<file path="config.mk">
export PLATFORM = sky130hd
export DESIGN_NAME = mult_div_unit
export DESIGN_NICKNAME = d
export VERILOG_FILES = /design/src/rtl/mips_defs.sv /design/src/rtl/md_abs_neg.sv /design/src/rtl/mult_div_unit.sv
export SDC_FILE = /design/constraint.sdc
export NUM_CORES = 1
export LEC_CHECK = 0
export BUFFER_PORTS_ARGS = -buffer_cell sky130_fd_sc_hd__buf_2
export CELL_PAD_IN_SITES_DETAIL_PLACEMENT = 0
export CELL_PAD_IN_SITES_GLOBAL_PLACEMENT = 1
export CORE_ASPECT_RATIO = 2
export CORE_UTILIZATION = 29
export DETAILED_ROUTE_END_ITERATION = 7
export PLACE_DENSITY = 0.59
export SETUP_SLACK_MARGIN = 0.5
export SLEW_MARGIN = 20
export SYNTH_ARGS = -nofsm -noshare
export SYNTH_HDL_FRONTEND = slang
export SYNTH_SLANG_ARGS = --single-unit
</file>
<file path="constraint.sdc">
create_clock -name CLK -period 9.5 [get_ports CLK]
set_input_delay 0.475 -clock CLK [delete_from_list [all_inputs] [get_ports CLK]]
set_output_delay 0.475 -clock CLK [all_outputs]
set_load 0.1 [all_outputs]
</file>
<file path="src/rtl/mips_defs.sv">
// Shared definitions for the execute-stage multiply/divide unit:
// op encodings, FSM state encoding and default datapath width.
package mips_defs;

    localparam int MD_WIDTH = 32;

    typedef enum logic [1:0] {
        MD_MULTU = 2'b00,
        MD_MULT  = 2'b01,
        MD_DIVU  = 2'b10,
        MD_DIV   = 2'b11
    } md_op_e;

    typedef enum logic [1:0] {
        MD_IDLE = 2'b00,
        MD_CALC = 2'b01,
        MD_FIX  = 2'b10
    } md_state_e;

    function automatic logic md_is_div(input md_op_e op);
        return (op == MD_DIVU) || (op == MD_DIV);
    endfunction

    function automatic logic md_is_signed(input md_op_e op);
        return (op == MD_MULT) || (op == MD_DIV);
    endfunction

endpackage

</file>
<file path="src/rtl/md_abs_neg.sv">
// Conditional two's-complement negate: used to take operand magnitudes
// and to restore result signs after the unsigned iteration.
module md_abs_neg #(
    parameter int W = 32
) (
    input  logic [W-1:0] val,
    input  logic         neg,
    output logic [W-1:0] res
);

    assign res = neg ? (~val + {{(W-1){1'b0}}, 1'b1}) : val;

endmodule

</file>
<file path="src/rtl/mult_div_unit.sv">
// Iterative MULT/MULTU/DIV/DIVU unit owning the HI/LO registers.
// Works on magnitudes for WIDTH cycles, then fixes signs and writes HI/LO.
module mult_div_unit
    import mips_defs::*;
#(
    parameter int WIDTH = MD_WIDTH
) (
    input  logic             CLK,
    input  logic             RST,
    input  logic [WIDTH-1:0] MD_srca,
    input  logic [WIDTH-1:0] MD_srcb,
    input  logic [1:0]       MD_op,
    input  logic             MD_start,
    input  logic             MD_wr_hi,
    input  logic             MD_wr_lo,
    input  logic [WIDTH-1:0] MD_wdata,
    output logic             MD_busy,
    output logic             MD_done,
    output logic             MD_dz,
    output logic [WIDTH-1:0] MD_hi,
    output logic [WIDTH-1:0] MD_lo
);

    localparam int CW = $clog2(WIDTH) + 1;

    md_state_e          state_q, state_d;
    md_op_e             op_q, op_d, op_in;
    logic [CW-1:0]      cnt_q, cnt_d;
    logic [WIDTH-1:0]   a_q, a_d, b_q, b_d;
    logic [WIDTH-1:0]   r_q, r_d, l_q, l_d;
    logic [WIDTH-1:0]   hi_q, hi_d, lo_q, lo_d;
    logic               ps_q, ps_d, rs_q, rs_d;
    logic               dz_q, dz_d, done_q, done_d;

    logic               in_signed, sa, sb, last_iter, div_ge;
    logic [WIDTH-1:0]   abs_a, abs_b, q_fix, r_fix, sub;
    logic [2*WIDTH-1:0] p_fix;
    logic [WIDTH:0]     mul_sum, trial;

    assign op_in     = md_op_e'(MD_op);
    assign in_signed = md_is_signed(op_in);
    assign sa        = in_signed & MD_srca[WIDTH-1];
    assign sb        = in_signed & MD_srcb[WIDTH-1];
    assign last_iter = (cnt_q == CW'(WIDTH - 1));

    md_abs_neg #(.W(WIDTH))   u_abs_a (.val(MD_srca),    .neg(sa),   .res(abs_a));
    md_abs_neg #(.W(WIDTH))   u_abs_b (.val(MD_srcb),    .neg(sb),   .res(abs_b));
    md_abs_neg #(.W(2*WIDTH)) u_fix_p (.val({r_q, l_q}), .neg(ps_q), .res(p_fix));
    md_abs_neg #(.W(WIDTH))   u_fix_q (.val(l_q),        .neg(ps_q), .res(q_fix));
    md_abs_neg #(.W(WIDTH))   u_fix_r (.val(r_q),        .neg(rs_q), .res(r_fix));

    always_ff @(posedge CLK or negedge RST) begin
        if (!RST) state_q <= MD_IDLE;
        else      state_q <= state_d;
    end

    always_comb begin
        state_d = state_q;
        case (state_q)
            MD_IDLE: if (MD_start) state_d = MD_CALC;
            MD_CALC: if (last_iter) state_d = MD_FIX;
            MD_FIX:  state_d = MD_IDLE;
            default: state_d = MD_IDLE;
        endcase
    end

    always_comb begin
        MD_busy = (state_q != MD_IDLE);
    end

    // r:l is the product shift pair for multiply, remainder:dividend for divide.
    always_comb begin
        op_d   = op_q;
        cnt_d  = cnt_q;
        a_d    = a_q;
        b_d    = b_q;
        r_d    = r_q;
        l_d    = l_q;
        hi_d   = hi_q;
        lo_d   = lo_q;
        ps_d   = ps_q;
        rs_d   = rs_q;
        dz_d   = dz_q;
        done_d = 1'b0;

        mul_sum = {1'b0, r_q} + ({1'b0, a_q} & {(WIDTH+1){l_q[0]}});
        trial   = {r_q, l_q[WIDTH-1]};
        div_ge  = (trial >= {1'b0, b_q});
        sub     = trial[WIDTH-1:0] - b_q;

        case (state_q)
            MD_IDLE: begin
                if (MD_wr_hi) hi_d = MD_wdata;
                if (MD_wr_lo) lo_d = MD_wdata;
                if (MD_start) begin
                    op_d  = op_in;
                    a_d   = abs_a;
                    b_d   = abs_b;
                    r_d   = '0;
                    l_d   = md_is_div(op_in) ? abs_a : abs_b;
                    cnt_d = '0;
                    dz_d  = md_is_div(op_in) && (MD_srcb == '0);
                    // Divide-by-zero keeps the all-ones quotient unnegated.
                    ps_d  = (sa ^ sb) & ~dz_d;
                    rs_d  = sa;
                end
            end
            MD_CALC: begin
                cnt_d = cnt_q + CW'(1);
                if (md_is_div(op_q)) begin
                    r_d = div_ge ? sub : trial[WIDTH-1:0];
                    l_d = {l_q[WIDTH-2:0], div_ge};
                end else begin
                    r_d = mul_sum[WIDTH:1];
                    l_d = {mul_sum[0], l_q[WIDTH-1:1]};
                end
            end
            MD_FIX: begin
                done_d = 1'b1;
                if (md_is_div(op_q)) {hi_d, lo_d} = {r_fix, q_fix};
                else                 {hi_d, lo_d} = p_fix;
            end
            default: ;
        endcase
    end

    always_ff @(posedge CLK or negedge RST) begin
        if (!RST) begin
            op_q   <= MD_MULTU;
            cnt_q  <= '0;
            a_q    <= '0;
            b_q    <= '0;
            r_q    <= '0;
            l_q    <= '0;
            hi_q   <= '0;
            lo_q   <= '0;
            ps_q   <= 1'b0;
            rs_q   <= 1'b0;
            dz_q   <= 1'b0;
            done_q <= 1'b0;
        end else begin
            op_q   <= op_d;
            cnt_q  <= cnt_d;
            a_q    <= a_d;
            b_q    <= b_d;
            r_q    <= r_d;
            l_q    <= l_d;
            hi_q   <= hi_d;
            lo_q   <= lo_d;
            ps_q   <= ps_d;
            rs_q   <= rs_d;
            dz_q   <= dz_d;
            done_q <= done_d;
        end
    end

    assign MD_done = done_q;
    assign MD_dz   = dz_q;
    assign MD_hi   = hi_q;
    assign MD_lo   = lo_q;

endmodule

</file>
==> impl_results.md, run 1 <==
- Setup bufs post-CTS: 0
- Hold Crit Class: in2async
- Register Area: roughly 5100 um2
- Commonest cells after routing, fill and taps aside: 262 x nand2_1, 232 x o21ai_0, 204 x dfrtp_1
- Failing checks: negative hold slack
- Commonest non-fill, non-tap cell in the layout: nand2_1
- Cell count after synthesis: roughly 2,000
- Routed wire length: between 70,000 and 80,000 um
- CP max FO: 6
- Max IR drop VDD: 135.4 uV
- Die Span Y: roughly 330 um
- Setup tns final: 0 ps
- Ranking of synthesized cells by area: dfrtp_1 32%, o21ai_0 7.3%, nand2_1 6.2%
- Worst-margin pin slew: just under 1000 ps
- First-pass GRT wire length: slightly above 100,000 um
- XOR/XNOR share of the synthesized area: 9.486%
- CTS Sinks: about 210
- CTS Buf Count: 22
- Vias per cell: between 5 and 6
- Count of max-cap constraint violations: 0
- Row count: ~120
- Layout fillers: approximately 5,800
- Adder-cell share of the synthesized area: around 5.7%
- Post-Syn Area: 15,970 um2
- Die ar.: approximately 56,000 um2
- WHS: -26.41 ps
- Clk Tree Root Cell: clkbuf_16
- Dominant combinational cell family by area after synthesis: compound AO/OA/AOI/OAI gates
- CTS tree: built
- Die W: 168.0 um
- CP Data Required Time: around 10000 ps
- Clk buf depth: 3
- Area of the multi-input gates: 10,140 um2
- Pins Over Slew Limit: 0
- Post-synth EDFFs: 0
- Mux cell area share after synthesis: under 10%
- Htree depth: 1
- WL/cell: 25.87 um
- Most used DFF post-synth: dfrtp_1
- Synth Area in Simple Gates: roughly a fifth
- Worst EP arrival: just under 5000 ps
- Critical-path cell list: inv_1 > ha_1 > inv_1 > fa_1 > a21o_1 > a2111oi_0 > o31ai_1 > o21ai_0 > o31ai_1 > o41ai_1 > o21bai_1 > xnor2_1 > o21ai_0 > and4_1
- Worst skew pair latency: 550 ps
- CP max-delay cell: a2111oi_0
- Clock slew at reported path FFs: 70 ps
- CTS resizes: 0
- HPWL after DPL: 56,990 um
- Initial Util: approximately 29%
- Clk_skew: 14.31 ps
- Fin crit period: 4360 ps
- CP Capture Type: flop
- Synth Warn #: 0
- CORE AREA: 54,350 um2
- CTS Hold Bufs: 0
- Non-Filler Instances: approximately 2,800
- Area leader, netlist: dfrtp_1
- Status: finished with violations
- Antenna violation net count after detailed routing: 0
- Final core occ: about a third
- PwrDens: between 300 and 400 nW/um2
- DR DRC count: 0
- Largest net degree at the start of global routing: 112
- Synth async-reset ratio: between 90% and 100%
- Max stage delay on crit path: approximately 700 ps
- Seq/Total Area, Yosys: 32.12%
- Share of layout cells above drive strength 1: around 12%
- IO Count: 170
- Placed cell count: roughly 2,700
- Grt ovf: 0
- Post-synthesis cell type count: 73
- Final Hold Viols: 15
- Post-synthesis compound-gate area fraction: roughly 25%
- Vias in the first global route: 15,475
- Worst slack, placed: around 5200 ps
- Rel. slew slack: 33.96%
- Endpoints failing setup: 0
- RSZ-0062 raised after global routing: no
- Via count: between 15,000 and 20,000
- Post-synth top area share: ~32%
- Pleak: between 7 and 8 nW
- Total chip power: slightly below 7 mW
- Fin crit share: 45.89%
- Overall Global Routing Usage: 25.30%
- Post-route setup slack: 5140 ps
- Area Growth Syn to Fin: 12.80%
- Drt pass-1 iters: 5
- Max Clock Freq: around 230 MHz
- Seq cells post-synth: 205
- DR iter-0 viols: 1,050
- Initial antenna violation count: 3
- Layout Nets: about 2,300
- Crit Path Category: reg2reg
- Syn avg cell area: around 7.9 um2
- Worst setup SP type: flop
- Syn_nets: around 2,200
- Port bufs: 169
- Placer congestion estimate: about 0.91
-- cells by family (layout without fill, tap and decap cells) --
group           Yosys count  after routing
simple gates            666            666
compound gates          660            660
flops                   205            205
buf+inv                 197            286
xor+xnor                173            173
fa+ha+maj                71             71
mux                      45             45
other cells               0              1
-- registers in the layout (all words and copies together) (netlist names), 2 cells and up --
register  cells
a_q          32
MD_lo        32
r_q          32
MD_hi        32
cnt_q         6
b_q          32
state_q       2
l_q          32
-- routing by layer --
metal  track usage, %  up-vias  routed length [um]
li1                 -     7339                   -
met1            23.83     7351               24170
met2            47.75      440               38110
met3            2.130      173                2146
met4            23.56        4                7537
met5                0        -                  27
-- final timing paths --
check	start	end	slack (ps)	depth (start not counted)
min in group CLK	MD_wdata[1]	MD_hi[1]$_DFFE_PN0P_	210	2
max in group asynchronous	RST	MD_lo[19]$_DFFE_PN0P_	7990	2
setup / recovery	l_q[31]$_DFFE_PN0P_	r_q[30]$_DFFE_PN0P_	5140	14
hold reg to reg	MD_lo[11]$_DFFE_PN0P_	MD_lo[11]$_DFFE_PN0P_	470	2
hold / removal	RST	MD_lo[0]$_DFFE_PN0P_	-30	1
setup reg to reg	l_q[31]$_DFFE_PN0P_	r_q[30]$_DFFE_PN0P_	5140	14
-- critical path, delay by kind of cell, from the launching register on --
kind	cells	cell delay [ps]
AOI/OAI and AO/OA	8	2700
xor gates and xnor gates	1	130
adders and majority gates	2	560
buffers and inverters	2	190
DFF	1	480
and+or+nand+nor	1	240
-- per-stage QoR --
stage	hold slack [ps]	instance area [um2]
2_1_floorplan	179.4	15970
3_3_place_gp	454.8	17330
3_5_place_dp	460.5	17330
4_1_cts	27.39	18010
5_1_grt	42.68	18020
6_report	-26.41	18020
-- layout make-up --
| cell class | count | share of cell area (%) |
|---|---|---|
| Clock inverter | 7 | 0.4306 |
| Inverter | 64 | 1.333 |
| Sequential cell | 205 | 28.48 |
| Tap cell | 676 | 4.694 |
| Timing Repair Buffer | 185 | 5.417 |
| Clock buffer | 30 | 3.333 |
| Multi-Input combinational cell | 1615 | 56.30 |
| Antenna cell | 1 | 0.01389 |
-- synth_stat cells (37+ instances only) --
| master | number |
|---|---|
| nor2_1 | 146 |
| dfrtp_1 | 205 |
| xnor2_1 | 106 |
| a21o_1 | 37 |
| and2_1 | 55 |
| a21oi_1 | 164 |
| xor2_1 | 67 |
| inv_1 | 62 |
| mux2i_1 | 43 |
| nand2_1 | 264 |
| ha_1 | 69 |
| o21ai_0 | 232 |
| clkbuf_1 | 121 |
| o31ai_1 | 39 |
-- report_power, final --
part	internal (mW)	leakage [nW]	switching, mW
logic	1.44	4.92	2.70
registers	1.19	2.48	0.583
clock network	0.471	0.330	0.393
Note: power is estimated with default switching activity, not from simulation.
==> run 2: changes to the inputs <==
--- a/config.mk
+++ b/config.mk
@@ -5,13 +5,14 @@
 export SDC_FILE = /design/constraint.sdc
 export NUM_CORES = 1
 export LEC_CHECK = 0
+export ABC_AREA = 1
 export BUFFER_PORTS_ARGS = -buffer_cell sky130_fd_sc_hd__buf_2
 export CELL_PAD_IN_SITES_DETAIL_PLACEMENT = 0
 export CELL_PAD_IN_SITES_GLOBAL_PLACEMENT = 1
 export CORE_ASPECT_RATIO = 2
 export CORE_UTILIZATION = 29
 export DETAILED_ROUTE_END_ITERATION = 7
-export PLACE_DENSITY = 0.59
+export PLACE_DENSITY = 0.64
 export SETUP_SLACK_MARGIN = 0.5
 export SLEW_MARGIN = 20
 export SYNTH_ARGS = -nofsm -noshare
==> constraint.sdc (replaced) <==
create_clock -name CLK -period 3.8 [get_ports CLK]
set_input_delay 0.19 -clock CLK [delete_from_list [all_inputs] [get_ports CLK]]
set_output_delay 0.19 -clock CLK [all_outputs]
set_load 0.1 [all_outputs]
==> run 2 against run 1 <==
The flow now finishes without violations. Total power grew to 3.7 times the previous value. Clock-buffer cell count grew 2. Setup slack lost 4500 ps. Die area grew 20%. Synthesized area grew 20%. Via count grew 46%. Largest cell class unchanged. Largest power group unchanged.
==> impl_results.md, run 2 <==
- Status: complete, no violations
- Antenna violation net count after detailed routing: 0 (unchanged)
- Met1 wire length: 33,730 um (+40%)
- Number of cells on the worst reg-to-reg path: 14 (unchanged)
- Fin crit share: 83.10% (+37 points)
- Post-route setup slack: 642.0 ps (-4498 ps)
- Area Growth Syn to Fin: 17.33%
- Placed cell count: 4,230 (+54%)
- Rel. slew slack: 43.72% (+9.8 points)
- WL/cell: 22.93 um (-11%)
- Post-Syn Area: 19,170 um2 (+20%)
- Ranking of synthesized cells by area: dfrtp_1 27%, nand2_1 19%, nand3_1 10%
- IO Count: 170 (unchanged)
- CORE AREA: 65,570 um2 (+21%)
- Crit path top cell by count: nand2_1
- Synth async-reset ratio: 100.0% (unchanged)
- Fin crit period: 3158 ps (-1202 ps)
- DR iter-0 viols: 1,553 (+48%)
- Buffers & Inverters on Critical Path: 2 (unchanged)
- Uppermost routed layer: met5
- Setup tns final: 0 ps (unchanged)
- Share of layout cells above drive strength 1: 9.036% (-3.0 points)
- Seq cells post-synth: 205 (unchanged)
- Critical-path cell list: ha_1 > nand2_1 > inv_1 > nand4_1 > nor2_1 > nand2_1 > nand2_2 > nor2_4 > nand2_8 > inv_1 > nand2_1 > nand3_1 > nand2_1 > nand2_1
- Worst slack, placed: 441.5 ps (-4779 ps)
- Clk Tree Root Cell: clkbuf_16
- Final Hold Viols: 0 (-15)
- Max IR drop VDD: 693.4 uV (+410%)
- Endpoints failing setup: 0 (unchanged)
- Initial antenna violation count: 2 (-1)
- CTS Sinks: 205 (unchanged)
- Worst hold path stage count: 3
- Hold Path Origin: MD_srcb[0]
- Final core occ: 34.30% (+1.2 points)
- Pins Over Slew Limit: 0 (unchanged)
- Area of the multi-input gates: 11,920 um2 (+18%)
- Hold Crit Class: in2reg
- Cell count after synthesis: 3,244 (+61%)
- Post-synth EDFFs: 0 (unchanged)
- Reg2reg end: r_q[18]$_DFFE_PN0P_
- Commonest cells after routing, fill and taps aside: 958 x nand2_1, 439 x inv_1, 389 x nor2_1
- HPWL after DPL: 81,420 um (+43%)
- Worst-margin pin slew: 844.2 ps (-146.4 ps)
- Vias per cell: 5.143 (-6.5%)
- Drt pass-1 iters: 6 (+1)
- Area leader, netlist: dfrtp_1
- Reg2reg start: r_q[27]$_DFFE_PN0P_
- Max stage delay on crit path: 500 ps (-200 ps)
- Max Clock Freq: 316.7 MHz (+38%)
- Via count: 22,281 (+46%)
- Non-Filler Instances: 4,332 (+56%)
- Die W: 183.8 um (+9.4%)
- RSZ-0062 raised after global routing: no
- Die Span Y: 365.6 um (+9.5%)
- Clock slew at reported path FFs: 70 ps (about the same)
- CP top delay family: simple AND/OR/NAND/NOR gates
- R2r setup slk: 640 ps (-4500 ps)
- Pleak: 11.25 nW (+45%)
- Row count: 133 (+9.9%)
- CP Data Required Time: 4280 ps (-5710 ps)
- CTS tree: built
- Seq/Total Area, Yosys: 26.76% (-5.4 points)
- Grt ovf: 0 (unchanged)
- Clk_skew: 15.93 ps (+1.627 ps)
- Placer congestion estimate: 1.018 (+11%)
- Post-synth top area share: 26.76% (-5.4 points)
- Register Area: 5136 um2 (about the same)
- Synth Warn #: 0 (unchanged)
- Syn_nets: 3,418 (+56%)
- Layout Nets: 3,611 (+59%)
- Syn avg cell area: 5.909 um2 (-25%)
- First-pass GRT wire length: 143,600 um (+39%)
- DR DRC count: 0 (unchanged)
- Initial Util: 29.24% (-0.15 points)
- Count of max-cap constraint violations: 0 (unchanged)
- Crit Path Category: reg2reg
- CP max-delay cell: dfrtp_1
- CP max FO: 37 (+31)
- Port bufs: 169 (unchanged)
- CP Capture Type: flop
- Overall Global Routing Usage: 29.43% (+4.1 points)
- Vias in the first global route: 22,334 (+44%)
- Worst Hold End: b_q[0]$_DFFE_PN0P_
- Worst setup SP type: flop
- Layout fillers: 7,607 (+31%)
- Most frequent cell after synthesis: nand2_1
- Largest net degree at the start of global routing: 103 (-8.0%)
- Worst EP arrival: 3640 ps (-1210 ps)
- CTS Buf Count: 23 (+4.5%)
- Met3 routed WL: 3784 um (+76%)
- Clk buf depth: 3 (unchanged)
- Met2 WL: 51,250 um (+35%)
- Worst skew pair latency: 590 ps (+40 ps)
- Htree depth: 1 (unchanged)
- Post-synthesis cell type count: 52 (-29%)
- Routed wire length: 99,330 um (+38%)
- Post-synth top cells: 958 x nand2_1, 439 x inv_1, 391 x nor2_1
- Most used DFF post-synth: dfrtp_1
- PwrDens: 1125 nW/um2 (+200%)
- Commonest non-fill, non-tap cell in the layout: nand2_1
- Die ar.: 67,190 um2 (+20%)
## run 2: metal layers
metal	GRT usage [%]	vias up
met1	28.11	10479
met2	54.55	686
met5	0	-
li1	-	10854
met3	3.231	260
met4	27.22	2
## run 2: area by class of cell
type / count / area share (%)
inverters: 445 / 7.427
flip-flops and latches: 205 / 22.84
well taps: 877 / 4.879
multi-input cells: 2483 / 53.02
diodes: 2 / 0.02225
clock inverters: 9 / 0.6398
clock buffers: 32 / 2.887
repair buffers: 279 / 8.289
## run 2: logic make-up after synthesis
| logic type | Yosys count | share of synthesized area [%] |
|---|---|---|
| XOR/XNOR | 49 | 2.239 |
| flip-flops | 205 | 26.76 |
| AND/OR/NAND/NOR | 1876 | 41.22 |
| buffers and inverters | 556 | 11.21 |
| adder cells (fa/ha/maj) | 71 | 4.713 |
| multiplexers | 1 | 0.05874 |
| AO/OA/AOI/OAI | 486 | 13.80 |
## run 2: how the worst max path moves through the flow
stage	startpoint	end	slack, ps	depth (start not counted)
detailed placement	b_q[28]$_DFFE_PN0P_	r_q[12]$_DFFE_PN0P_	440	14
CTS	l_q[0]$_DFFE_PN0P_	r_q[29]$_DFFE_PN0P_	530	17
global placement	b_q[28]$_DFFE_PN0P_	r_q[12]$_DFFE_PN0P_	430	14
global route	l_q[0]$_DFFE_PN0P_	r_q[21]$_DFFE_PN0P_	500	17
floorplan	l_q[0]$_DFFE_PN0P_	r_q[29]$_DFFE_PN0P_	1540	16
finish	r_q[27]$_DFFE_PN0P_	r_q[18]$_DFFE_PN0P_	640	14
## run 2: repair_timing
action / in CTS / in global routing
setup endpoints to repair: 9 / 3
buffers inserted: 1 / 0
hold buffers: 58 / 0
hold endpoints to repair: 164 / 0
gates resized for setup: 0 / 1
pin swaps: 1 / 0
## run 2: stage by stage
step	total power [mW]	area [um2]	hold slack (ps)
2_1_floorplan	16.63	19170	-105.6
3_3_place_gp	22.58	21100	317.2
3_5_place_dp	22.53	21100	315.2
4_1_cts	25.20	22480	1.189
5_1_grt	27.20	22490	23.97
6_report	25.31	22490	10.52
## run 2: worst register-to-register path, delay by kind of cell (launching register included)
kind                       cells  cell delay [ps]
adders and majority gates      1              430
DFF                            1              500
buffers and inverters          2              540
and+or+nand+nor               11             1600
## run 2: power by group
group          internal, mW  total [mW]  leakage (nW)  switching, mW
registers              3.30        4.73          2.37           1.43
logic                  4.94        18.1          8.49           13.1
clock network          1.41        2.53         0.383           1.12
total                  9.64        25.3          11.2           15.7
